===== config.mk =====
export PLATFORM = sky130hd
export DESIGN_NAME = result_fifo
export DESIGN_NICKNAME = d
export VERILOG_FILES = /design/src/rtl/result_fifo.sv
export SDC_FILE = /design/constraint.sdc
export NUM_CORES = 1
export LEC_CHECK = 0
export CORE_ASPECT_RATIO = 0.6
export CORE_MARGIN = 2
export CORE_UTILIZATION = 50
export DETAILED_ROUTE_END_ITERATION = 12
export PLACE_DENSITY = 0.74
export SKIP_LAST_GASP = 1
export SLEW_MARGIN = 5
export SYNTH_ARGS = -nofsm -noshare
export SYNTH_HDL_FRONTEND = slang
export SYNTH_SLANG_ARGS = --single-unit

===== constraint.sdc =====
create_clock -name clk -period 4.5 [get_ports clk]
set_input_delay 0.675 -clock clk [delete_from_list [all_inputs] [get_ports clk]]
set_output_delay 0.675 -clock clk [all_outputs]
set_load 0.05 [all_outputs]

===== src/rtl/result_fifo.sv =====
// First-word-fall-through result FIFO with occupancy, almost-full warning
// and a sticky overflow flag that records producer writes dropped while full.
module result_fifo #(
   parameter int WIDTH    = 16,
   parameter int DEPTH    = 8,
   parameter int AF_LEVEL = 6
) (
   input  logic                     clk,
   input  logic                     rst,
   input  logic                     wr_req,
   input  logic [WIDTH-1:0]         wr_data,
   output logic                     full,
   output logic                     almost_full,
   output logic                     out_valid,
   input  logic                     out_ready,
   output logic [WIDTH-1:0]         out_data,
   output logic [$clog2(DEPTH):0]   level,
   output logic                     overflow,
   input  logic                     clr_ovf
);

   localparam int AW = $clog2(DEPTH);
   localparam int LW = AW + 1;

   logic [WIDTH-1:0] mem_q [DEPTH];
   logic [AW-1:0]    wp_q, wp_d;
   logic [AW-1:0]    rp_q, rp_d;
   logic [LW-1:0]    level_q, level_d;
   logic             overflow_q, overflow_d;

   logic pop;
   logic push;
   logic drop;

   // Status flags decode the registered level only, so they never glitch.
   assign full        = (level_q == LW'(DEPTH));
   assign almost_full = (level_q >= LW'(AF_LEVEL));
   assign out_valid   = (level_q != '0);
   assign out_data    = mem_q[rp_q];
   assign level       = level_q;
   assign overflow    = overflow_q;

   // NOTE: every signal gets a default at the top of always_comb so no path
   // leaves it unassigned, which would otherwise infer a latch.
   always_comb begin
      pop        = out_valid && out_ready;
      push       = wr_req && (!full || pop);
      drop       = wr_req && full && !pop;
      wp_d       = wp_q;
      rp_d       = rp_q;
      level_d    = level_q;
      overflow_d = overflow_q;

      if (push) wp_d = wp_q + AW'(1);
      if (pop)  rp_d = rp_q + AW'(1);

      if (push && !pop)      level_d = level_q + LW'(1);
      else if (pop && !push) level_d = level_q - LW'(1);

      // A drop in the same cycle as a clear must still be recorded.
      if (drop)         overflow_d = 1'b1;
      else if (clr_ovf) overflow_d = 1'b0;
   end

   // NOTE: sequential state uses non-blocking assignments so every flop
   // samples its _d value from before the edge, independent of block order.
   always_ff @(posedge clk) begin
      if (rst) begin
         wp_q       <= '0;
         rp_q       <= '0;
         level_q    <= '0;
         overflow_q <= 1'b0;
      end else begin
         wp_q       <= wp_d;
         rp_q       <= rp_d;
         level_q    <= level_d;
         overflow_q <= overflow_d;
      end
   end

   // NOTE: the storage array is deliberately not reset; stale words are
   // unreachable because out_valid follows the level counter.
   always_ff @(posedge clk) begin
      if (push && !rst) mem_q[wp_q] <= wr_data;
   end

endmodule


==> impl_metrics.toml, run 1 <==
[placement]
gp_congestion = 0.7548
dpl_cell_area_um2 = 6287
dp_hpwl_um = 5852
io_buffers = 44

[power]
p_sw_w = 0.001181
p_comb_share_pct = 26.7
p_int_w = 0.002886
max-vdd-ir-drop_uv = 345.0
power_w = 0.004067
p_seq_share_pct = 37.7
power_density_nw_per_um2 = 588.8
p_leak_nw = 2.308
pwr-share-clk_pct = 35.6
swShare_pct = 29.04

[logic_synthesis]
synth-xor-area-share_pct = 0.7790
ys_ff_latch = 142
seq_area_frac_synth_pct = 73.36
synthAdderAreaFrac_pct = 1.469
syn_inst = 264
synth_compound_area_share_pct = 1.402
syn_area_per_cell_um2 = 21.29
synth_mux_area_share_pct = 18.27
synth_nets = 291
synth_top_family_by_area = "multiplexers"
netlist_area_um2 = 5622
synth.distinct_cells = 36
yosys.area_share.simple_pct = 3.160
synth_warnings = 0

[timing]
finalSetupTns_ns = 0
fin_skew_ns = 0.007667
slew_violations = 0
rsz0062_at_grt = "no"
timing.fmax_mhz = 285.7
tightest_slew_ns = 0.9316
slew-limit-headroom_pct = 37.81
holdWs_ns = 0.4950
min_period_ns = 3.500
hold_viol = 0
fin_crit_sh_pct = 77.77
final-setup-viol-count = 0

[hold_path]
hold_depth = 2
hp-class = "reg2reg"
hold_end = "rp_q[1]$_SDFFE_PP0N_"
min_from = "rp_q[1]$_SDFFE_PP0N_"

[layout]
fillers = 725
num_antenna_cells = 0
drive_above_1_share_pct = 21.99
area_delta_synth_final_pct = 22.88
nNetsFinal = 355
final_core_util_pct = 64.32
fin_area_um2 = 6908

[global_routing]
met2_usage_pct = 28.38
grt-busiest-layer = "met2"
antenna_found_initial = 0
grt_max_degree = 33
grtUsageMet1_pct = 24.34
grt.total_usage_pct = 17.97
met3_usage_pct = 5.248
grt_pass1_wl_um = 15680
grt_pass1_vias = 2795
grt_overflow = 0

[floorplan]
initial_core_util_pct = 52.34
core-area_um2 = 10740
num_rows = 29
dieWidth_um = 140.9
ios = 45
dieArea_um2 = 12140
die_y_um = 86.14

[critical_path]
r2r-end = "level[3]$_SDFFE_PP0P_"
cp_max_fo = 32
rr_startpoint = "level[0]$_SDFFE_PP0P_"
critPathCaptureType = "primary output"
crit_required_ns = 3.83
cp.arrival_ns = 2.82
crit_type = "reg2out"
r2r_cells = 10
rrSetupSlack_ns = 1.63
worst_setup_path_start_kind = "flop"

[routing]
drc = 0
drtAntennaViolNets = 0
via_per_inst = 5.596
firstDrtPassIters = 5
first_iter_violations = 225
via_count = 2686
wl_per_cell_um = 20.51
wl_um = 9846

[outcome]
status = "finished clean"

[clocking]
cts_buffers = 17
post_cts_resize_count = 0
cts_tree = "done"
cts_root_buffer = "clkbuf_16"
cts.sinks = 142
cts_max_level = 4
cts_setup_buffers = 0
clkSlewWorstSetupHoldPaths_ns = 0.06
ctsHoldBuffers = 0
clock_path_buffers = 2
clock_latency_ns = 0.41

[job]
drv_cap = 0
## routing by layer
| layer | share of wire [%] | up-vias |
|---|---|---|
| met3 | 3.8 | 9 |
| met2 | 48 | 59 |
| met4 | 0.69 | 0 |
| li1 | - | 1243 |
| met5 | 0 | - |
| met1 | 47 | 1375 |
## worst max-delay path by stage
stage          slack [ns]  cells past startpoint                    end                   from
4_1_cts              0.97                      4            out_data[4]                   flop
2_1_floorplan        1.24                      3  mem_q[0][0]$_DFFE_PP_  level[0]$_SDFFE_PP0P_
6_report             1.00                      4            out_data[4]                   flop
3_5_place_dp         1.37                     10  level[3]$_SDFFE_PP0P_              out_ready
5_1_grt              0.89                      4            out_data[1]                   flop
3_3_place_gp         1.41                     10  level[3]$_SDFFE_PP0P_              out_ready
## placed cells by master (no fill, tap or decap), types with 4 or more instances in the layout
master	instances
a21oi_1	4
clkinvlp_4	4
mux4_2	4
nor2_1	14
mux2_2	17
edfxtp_1	128
ha_1	5
xor2_1	4
buf_4	12
dfxtp_1	14
nand2_1	6
mux4_1	28
clkbuf_16	17
bufinv_16	4
clkdlybuf4s50_1	44
## power groups by stage
| stage | combinational [W] | sequential, W | clock [W] |
|---|---|---|---|
| floorplan | 0.000783 | 0.00160 | 0 |
| global placement | 0.00108 | 0.00156 | 0 |
| detailed placement | 0.00109 | 0.00156 | 0 |
| CTS | 0.00110 | 0.00153 | 0.00148 |
| global route | 0.00115 | 0.00154 | 0.00154 |
| finish | 0.00109 | 0.00153 | 0.00145 |
## area by class of cell
| class | count | area [µm²] | area share, % |
|---|---|---|---|
| clock buffer | 17 | 425.4 | 6.158 |
| inverter | 4 | 15.01 | 0.2174 |
| sequential | 142 | 4124 | 59.70 |
| timing repair buffer | 56 | 530.5 | 7.680 |
| multi-input combinational | 107 | 1444 | 20.90 |
| clock inverter | 15 | 195.2 | 2.826 |
| tap | 139 | 173.9 | 2.518 |
## sequential cells by signal (all words and copies together) (netlist names), named ones only
name / count
rp_q: 3
wp_q: 3
level: 4
mem_q: 128
overflow: 1
## stage by stage
step                std cells  worst slack [ns]
global placement          448             1.412
finish                    480             1.000
global route              480            0.8943
floorplan                 264             1.239
detailed placement        448             1.372
CTS                       480            0.9659
## synthesized netlist by cell type
library cell  count  share of area [%]
dfxtp_1          14                5.0
fa_1              1               0.36
nor4b_1           1               0.16
xnor2_1           1               0.16
or4_4             1               0.20
mux4_2            4                1.6
nor2_1           14               0.93
o211ai_1          1               0.13
o21ai_1           1              0.089
buf_1             3               0.20
or4b_4            1               0.24
xor2_1            4               0.62
a21oi_1           4               0.36
nand2_2           1               0.11
edfxtp_1        128                 68
mux2i_1           1               0.18
inv_1             3               0.20
nor2b_1           1               0.11
mux4_1           28                 13
o21ai_4           1               0.29
nand2b_1          1               0.11
clkbuf_2          1              0.089
nand3_1           3               0.27
nor3_1            3               0.27
a211oi_1          1               0.13
inv_2             1              0.067
buf_6             4               0.80
mux2_2           17                3.4
nand3b_1          1               0.13
a21o_1            1               0.13
ha_1              5                1.1
clkbuf_1          3               0.20
nor4_1            2               0.22
a32oi_1           1               0.16
a31oi_1           1               0.11
nand2_1           6               0.40
## cells by family (layout without fill, tap and decap cells)
group	after synthesis	after routing
xor gates and xnor gates	5	5
AOI/OAI and AO/OA	11	11
buffers and inverters	15	92
muxes	50	50
and+or+nand+nor	35	35
adders and majority gates	6	6
DFF	142	142
## critical path, stage by stage (launching register included)
cell and delay [ns]:
dfxtp_1 0.30, buf_4 0.46, mux4_1 0.64, mux2_2 0.29, clkdlybuf4s50_1 0.71
Power figures use the tool's default switching activity.
==> inputs of run 2 (changes only) <==
PLACE_DENSITY = 0.77   (was 0.74)
clock period = 3 ns   (was 4.5 ns; I/O delays follow)
==> impl_metrics.toml, run 2 (synthesized netlist as in run 1, its figures left out) <==
[placement]
preCtsSetupSlack_ns = 0.1672
dp_cells = 452
dp_hpwl_um = 6084
io_buffers = 44
gp_congestion = 0.7927

[critical_path]
crit_type = "reg2out"
cp.arrival_ns = 2.32
rr_startpoint = "level[0]$_SDFFE_PP0P_"
critPathCaptureType = "primary output"
crit_start = "level[0]$_SDFFE_PP0P_"
crit_path_top_delay_cell = "clkdlybuf4s50_1"
worst_setup_path_start_kind = "flop"
cp-endpoint = "full"
cp_max_fo = 6
r2r_cells = 10
crit_required_ns = 2.55
rrSetupSlack_ns = 0.25
r2r-end = "level[3]$_SDFFE_PP0P_"
critPathMaxStageDelay_ns = 0.82
path_cells = "or4b_4 -> inv_1 -> clkdlybuf4s50_1"

[routing]
drtAntennaViolNets = 0
wl_um = 10220
first_iter_violations = 224
via_per_inst = 5.593
firstDrtPassIters = 4
via_count = 2707
drc = 0
wl_per_cell_um = 21.11

[layout]
final_common_cell = "edfxtp_1"
area_delta_synth_final_pct = 23.84
nNetsFinal = 359
seq_area_um2 = 4125
final_cells = 484
layout_common_cells = "edfxtp_1, buf_4, mux4_1, clkdlybuf4s50_1"
multi_input_area_um2 = 1470
drive_above_1_share_pct = 28.12
fillers = 715
num_antenna_cells = 0
final_core_util_pct = 64.82
regMostFlops = "mem_q"
largest_reg_flops = 128

[timing]
hold_viol = 0
final-setup-viol-count = 0
finalSetupTns_ns = 0
slew-limit-headroom_pct = 65.16
min_period_ns = 2.771
fin_skew_ns = 0.009187
rsz0062_at_grt = "no"
slew_violations = 0
setup_slack_ns = 0.2291
fin_crit_sh_pct = 92.36
tightest_slew_ns = 0.5210
timing.fmax_mhz = 360.9

[global_routing]
grt_overflow = 0
antenna_found_initial = 0
grt_max_degree = 33
grt_pass1_wl_um = 15810
grt_pass1_vias = 2816
grt.total_usage_pct = 18.45

[floorplan]
initial_core_util_pct = 52.34
dieWidth_um = 140.9
core-area_um2 = 10740
num_rows = 29
die_y_um = 86.14
ios = 45
dieArea_um2 = 12140

[clocking]
cts_buffers = 17
ctsHoldBuffers = 0
cts.sinks = 142
clock_latency_ns = 0.41
cts_root_buffer = "clkbuf_16"
cts_setup_buffers = 0
post_cts_resize_count = 0
clock_path_buffers = 2
clkSlewWorstSetupHoldPaths_ns = 0.06
cts_tree = "done"
cts_max_level = 4

[power]
p_leak_nw = 2.367
power_w = 0.006198
power_density_nw_per_um2 = 890.2
max-vdd-ir-drop_uv = 511.4

[outcome]
status = "finished clean"

[job]
drv_cap = 0

[hold_path]
hp-class = "reg2reg"
-- run 2: where the power goes --
part	internal, W	switching [W]	total, W
Combinational	0.000693	0.000918	0.00161
Clock	0.00147	0.000776	0.00225
Sequential	0.00224	0.0000967	0.00234
Total	0.00441	0.00179	0.00620
-- run 2: worst max-delay path: cells and delay by family (launching register included) --
family	cells	cell delay, ns
AND/OR/NAND/NOR	1	0.60
flip-flops	1	0.38
buffers and inverters	2	0.92
-- run 2: layout make-up --
type                    count  area share (%)
inverters                   4          0.2157
well taps                 139           2.498
repair buffers             60           7.656
multi-input cells         107           21.12
clock buffers              17           6.111
flip-flops and latches    142           59.26
clock inverters            15           3.145
-- run 2: worst min path at each step --
stage | end | start | depth (start not counted) | slack [ns]
2_1_floorplan | flop | rp_q[1]$_SDFFE_PP0N_ | 2 | 0.45
6_report | rp_q[1]$_SDFFE_PP0N_ | rp_q[1]$_SDFFE_PP0N_ | 2 | 0.50
5_1_grt | flop | rp_q[1]$_SDFFE_PP0N_ | 2 | 0.53
3_5_place_dp | rp_q[1]$_SDFFE_PP0N_ | rp_q[1]$_SDFFE_PP0N_ | 2 | 0.49
3_3_place_gp | rp_q[1]$_SDFFE_PP0N_ | rp_q[1]$_SDFFE_PP0N_ | 2 | 0.50
4_1_cts | rp_q[1]$_SDFFE_PP0N_ | rp_q[1]$_SDFFE_PP0N_ | 2 | 0.50
-- run 2: metal layers --
| layer | vias to the layer above | global-route usage (%) | wire length, µm |
|---|---|---|---|
| met4 | 0 | 6.000 | 37 |
| met2 | 73 | 29.98 | 5078 |
| met1 | 1384 | 23.97 | 4533 |
| li1 | 1246 | - | - |
| met5 | - | 0 | 0 |
| met3 | 4 | 6.142 | 565 |
-- run 2: metrics by stage --
step | hold slack, ns | instance area (µm²)
2_1_floorplan | 0.4541 | 5640
3_3_place_gp | 0.5015 | 6317
3_5_place_dp | 0.4873 | 6317
4_1_cts | 0.4986 | 6962
5_1_grt | 0.5268 | 6962
6_report | 0.4976 | 6962
==> inputs of run 3 (changes only) <==
PLACE_DENSITY = 0.75   (was 0.77)
==> impl_metrics.toml, run 3 (synthesized netlist as in run 1, its figures left out) <==
[layout]
layout_common_cells = "edfxtp_1, buf_4, mux4_1, clkdlybuf4s50_1"
final_cells = 483
fillers = 723
fin_area_um2 = 6929
nNetsFinal = 358
largest_reg_flops = 128
area_delta_synth_final_pct = 23.26
num_antenna_cells = 0
final_common_cell = "edfxtp_1"
regMostFlops = "mem_q"
drive_above_1_share_pct = 27.03

[timing]
finalSetupTns_ns = 0
fin_skew_ns = 0.007748
slew-limit-headroom_pct = 65.88
fin_crit_sh_pct = 91.32
rsz0062_at_grt = "no"
min_period_ns = 2.739
hold_viol = 0
tightest_slew_ns = 0.5102
timing.fmax_mhz = 365.0
slew_violations = 0
final-setup-viol-count = 0
setup_slack_ns = 0.2605
holdWs_ns = 0.4854

[outcome]
status = "finished clean"

[critical_path]
cp_max_fo = 6
critPathCaptureType = "primary output"
critPathMaxStageDelay_ns = 0.81
r2r_cells = 9
crit_required_ns = 2.55
crit_path_top_delay_cell = "clkdlybuf4s50_1"
worst_setup_path_start_kind = "flop"
path_cells = "or4b_4 -> inv_1 -> clkdlybuf4s50_1"
rr_startpoint = "level[0]$_SDFFE_PP0P_"
crit_type = "reg2out"
rrSetupSlack_ns = 0.31
cp.arrival_ns = 2.29
r2r-end = "level[3]$_SDFFE_PP0P_"

[clocking]
clock_path_buffers = 2
clock_latency_ns = 0.41
ctsHoldBuffers = 0
clkSlewWorstSetupHoldPaths_ns = 0.06
cts_setup_buffers = 0
cts_buffers = 17
post_cts_resize_count = 0
cts_root_buffer = "clkbuf_16"
cts_max_level = 4
cts_tree = "done"
cts.sinks = 142

[routing]
dr_wl_met2_um = 4610
first_iter_violations = 229
firstDrtPassIters = 4
via_count = 2717
drtAntennaViolNets = 0
via_per_inst = 5.625
wl_per_cell_um = 20.96
highest_layer = "met4"
wl_um = 10130
wl_met1_um = 5006
route.met3.wl_um = 359
drc = 0

[job]
drv_cap = 0

[global_routing]
grt_max_degree = 33
grt_pass1_vias = 2657
antenna_found_initial = 0
grt.total_usage_pct = 18.15
grt_overflow = 0
grt_pass1_wl_um = 15640

[power]
p_seq_share_pct = 37.7
p_comb_share_pct = 26.9
power_density_nw_per_um2 = 882.7
p_int_w = 0.004325
max-vdd-ir-drop_uv = 535.8
p_leak_nw = 2.346
pwr-share-clk_pct = 35.5
swShare_pct = 29.29
p_sw_w = 0.001792

[floorplan]
ios = 45
dieArea_um2 = 12140
initial_core_util_pct = 52.34
dieWidth_um = 140.9
core-area_um2 = 10740
die_y_um = 86.14
num_rows = 29

[placement]
preCtsSetupSlack_ns = 0.2098
dp_hpwl_um = 5838
dp_cells = 451
io_buffers = 44
gp_congestion = 0.8226
dpl_cell_area_um2 = 6309

[hold_path]
min_from = "rp_q[1]$_SDFFE_PP0N_"
hold_depth = 2
hp-class = "reg2reg"
hold_end = "rp_q[1]$_SDFFE_PP0N_"
-- run 3: power by group through the flow --
stage / clock [W] / sequential (W) / combinational, W
floorplan: 0 / 0.00240 / 0.00118
global placement: 0 / 0.00234 / 0.00163
detailed placement: 0 / 0.00235 / 0.00165
CTS: 0.00221 / 0.00231 / 0.00166
global route: 0.00229 / 0.00232 / 0.00174
finish: 0.00217 / 0.00230 / 0.00164
-- run 3: cell type report --
type                       instances  area, µm²  share of cell area, %
tap                              139      173.9                  2.510
multi-input combinational        107       1470                  21.22
inverter                           4      15.01                 0.2167
clock buffer                      17      425.4                  6.139
clock inverter                    15      195.2                  2.817
timing repair buffer              59      525.5                  7.584
sequential                       142       4124                  59.52
-- run 3: how the worst max path moves through the flow --
stage	cells past startpoint	slack, ns	start	end
after floorplan	10	0.06	level[3]$_SDFFE_PP0P_	level[3]$_SDFFE_PP0P_
after global placement	9	0.31	out_ready	level[3]$_SDFFE_PP0P_
after detailed placement	9	0.21	out_ready	level[3]$_SDFFE_PP0P_
after CTS	3	0.24	level[0]$_SDFFE_PP0P_	full
after global routing	9	0.14	level[0]$_SDFFE_PP0P_	level[3]$_SDFFE_PP0P_
final	3	0.26	level[0]$_SDFFE_PP0P_	full
-- run 3: metrics by stage --
| step | power, W | util [%] |
|---|---|---|
| floorplan | 0.003574 | - |
| global route | 0.006345 | 64.52 |
| CTS | 0.006172 | 64.52 |
| global placement | 0.003974 | 58.74 |
| detailed placement | 0.003999 | 58.74 |
| finish | 0.006117 | 64.52 |
-- run 3: per-layer routing --
metal / vias up / GRT usage, %
li1: 1245 / -
met1: 1402 / 26.70
met2: 52 / 26.65
met3: 18 / 4.578
met4: 0 / 6.818
met5: - / 0
-- run 3: worst max-delay path, delay by kind of cell (launching register included) --
family | cells | cell delay, ns
flops | 1 | 0.38
buf+inv | 2 | 0.91
simple gates | 1 | 0.59
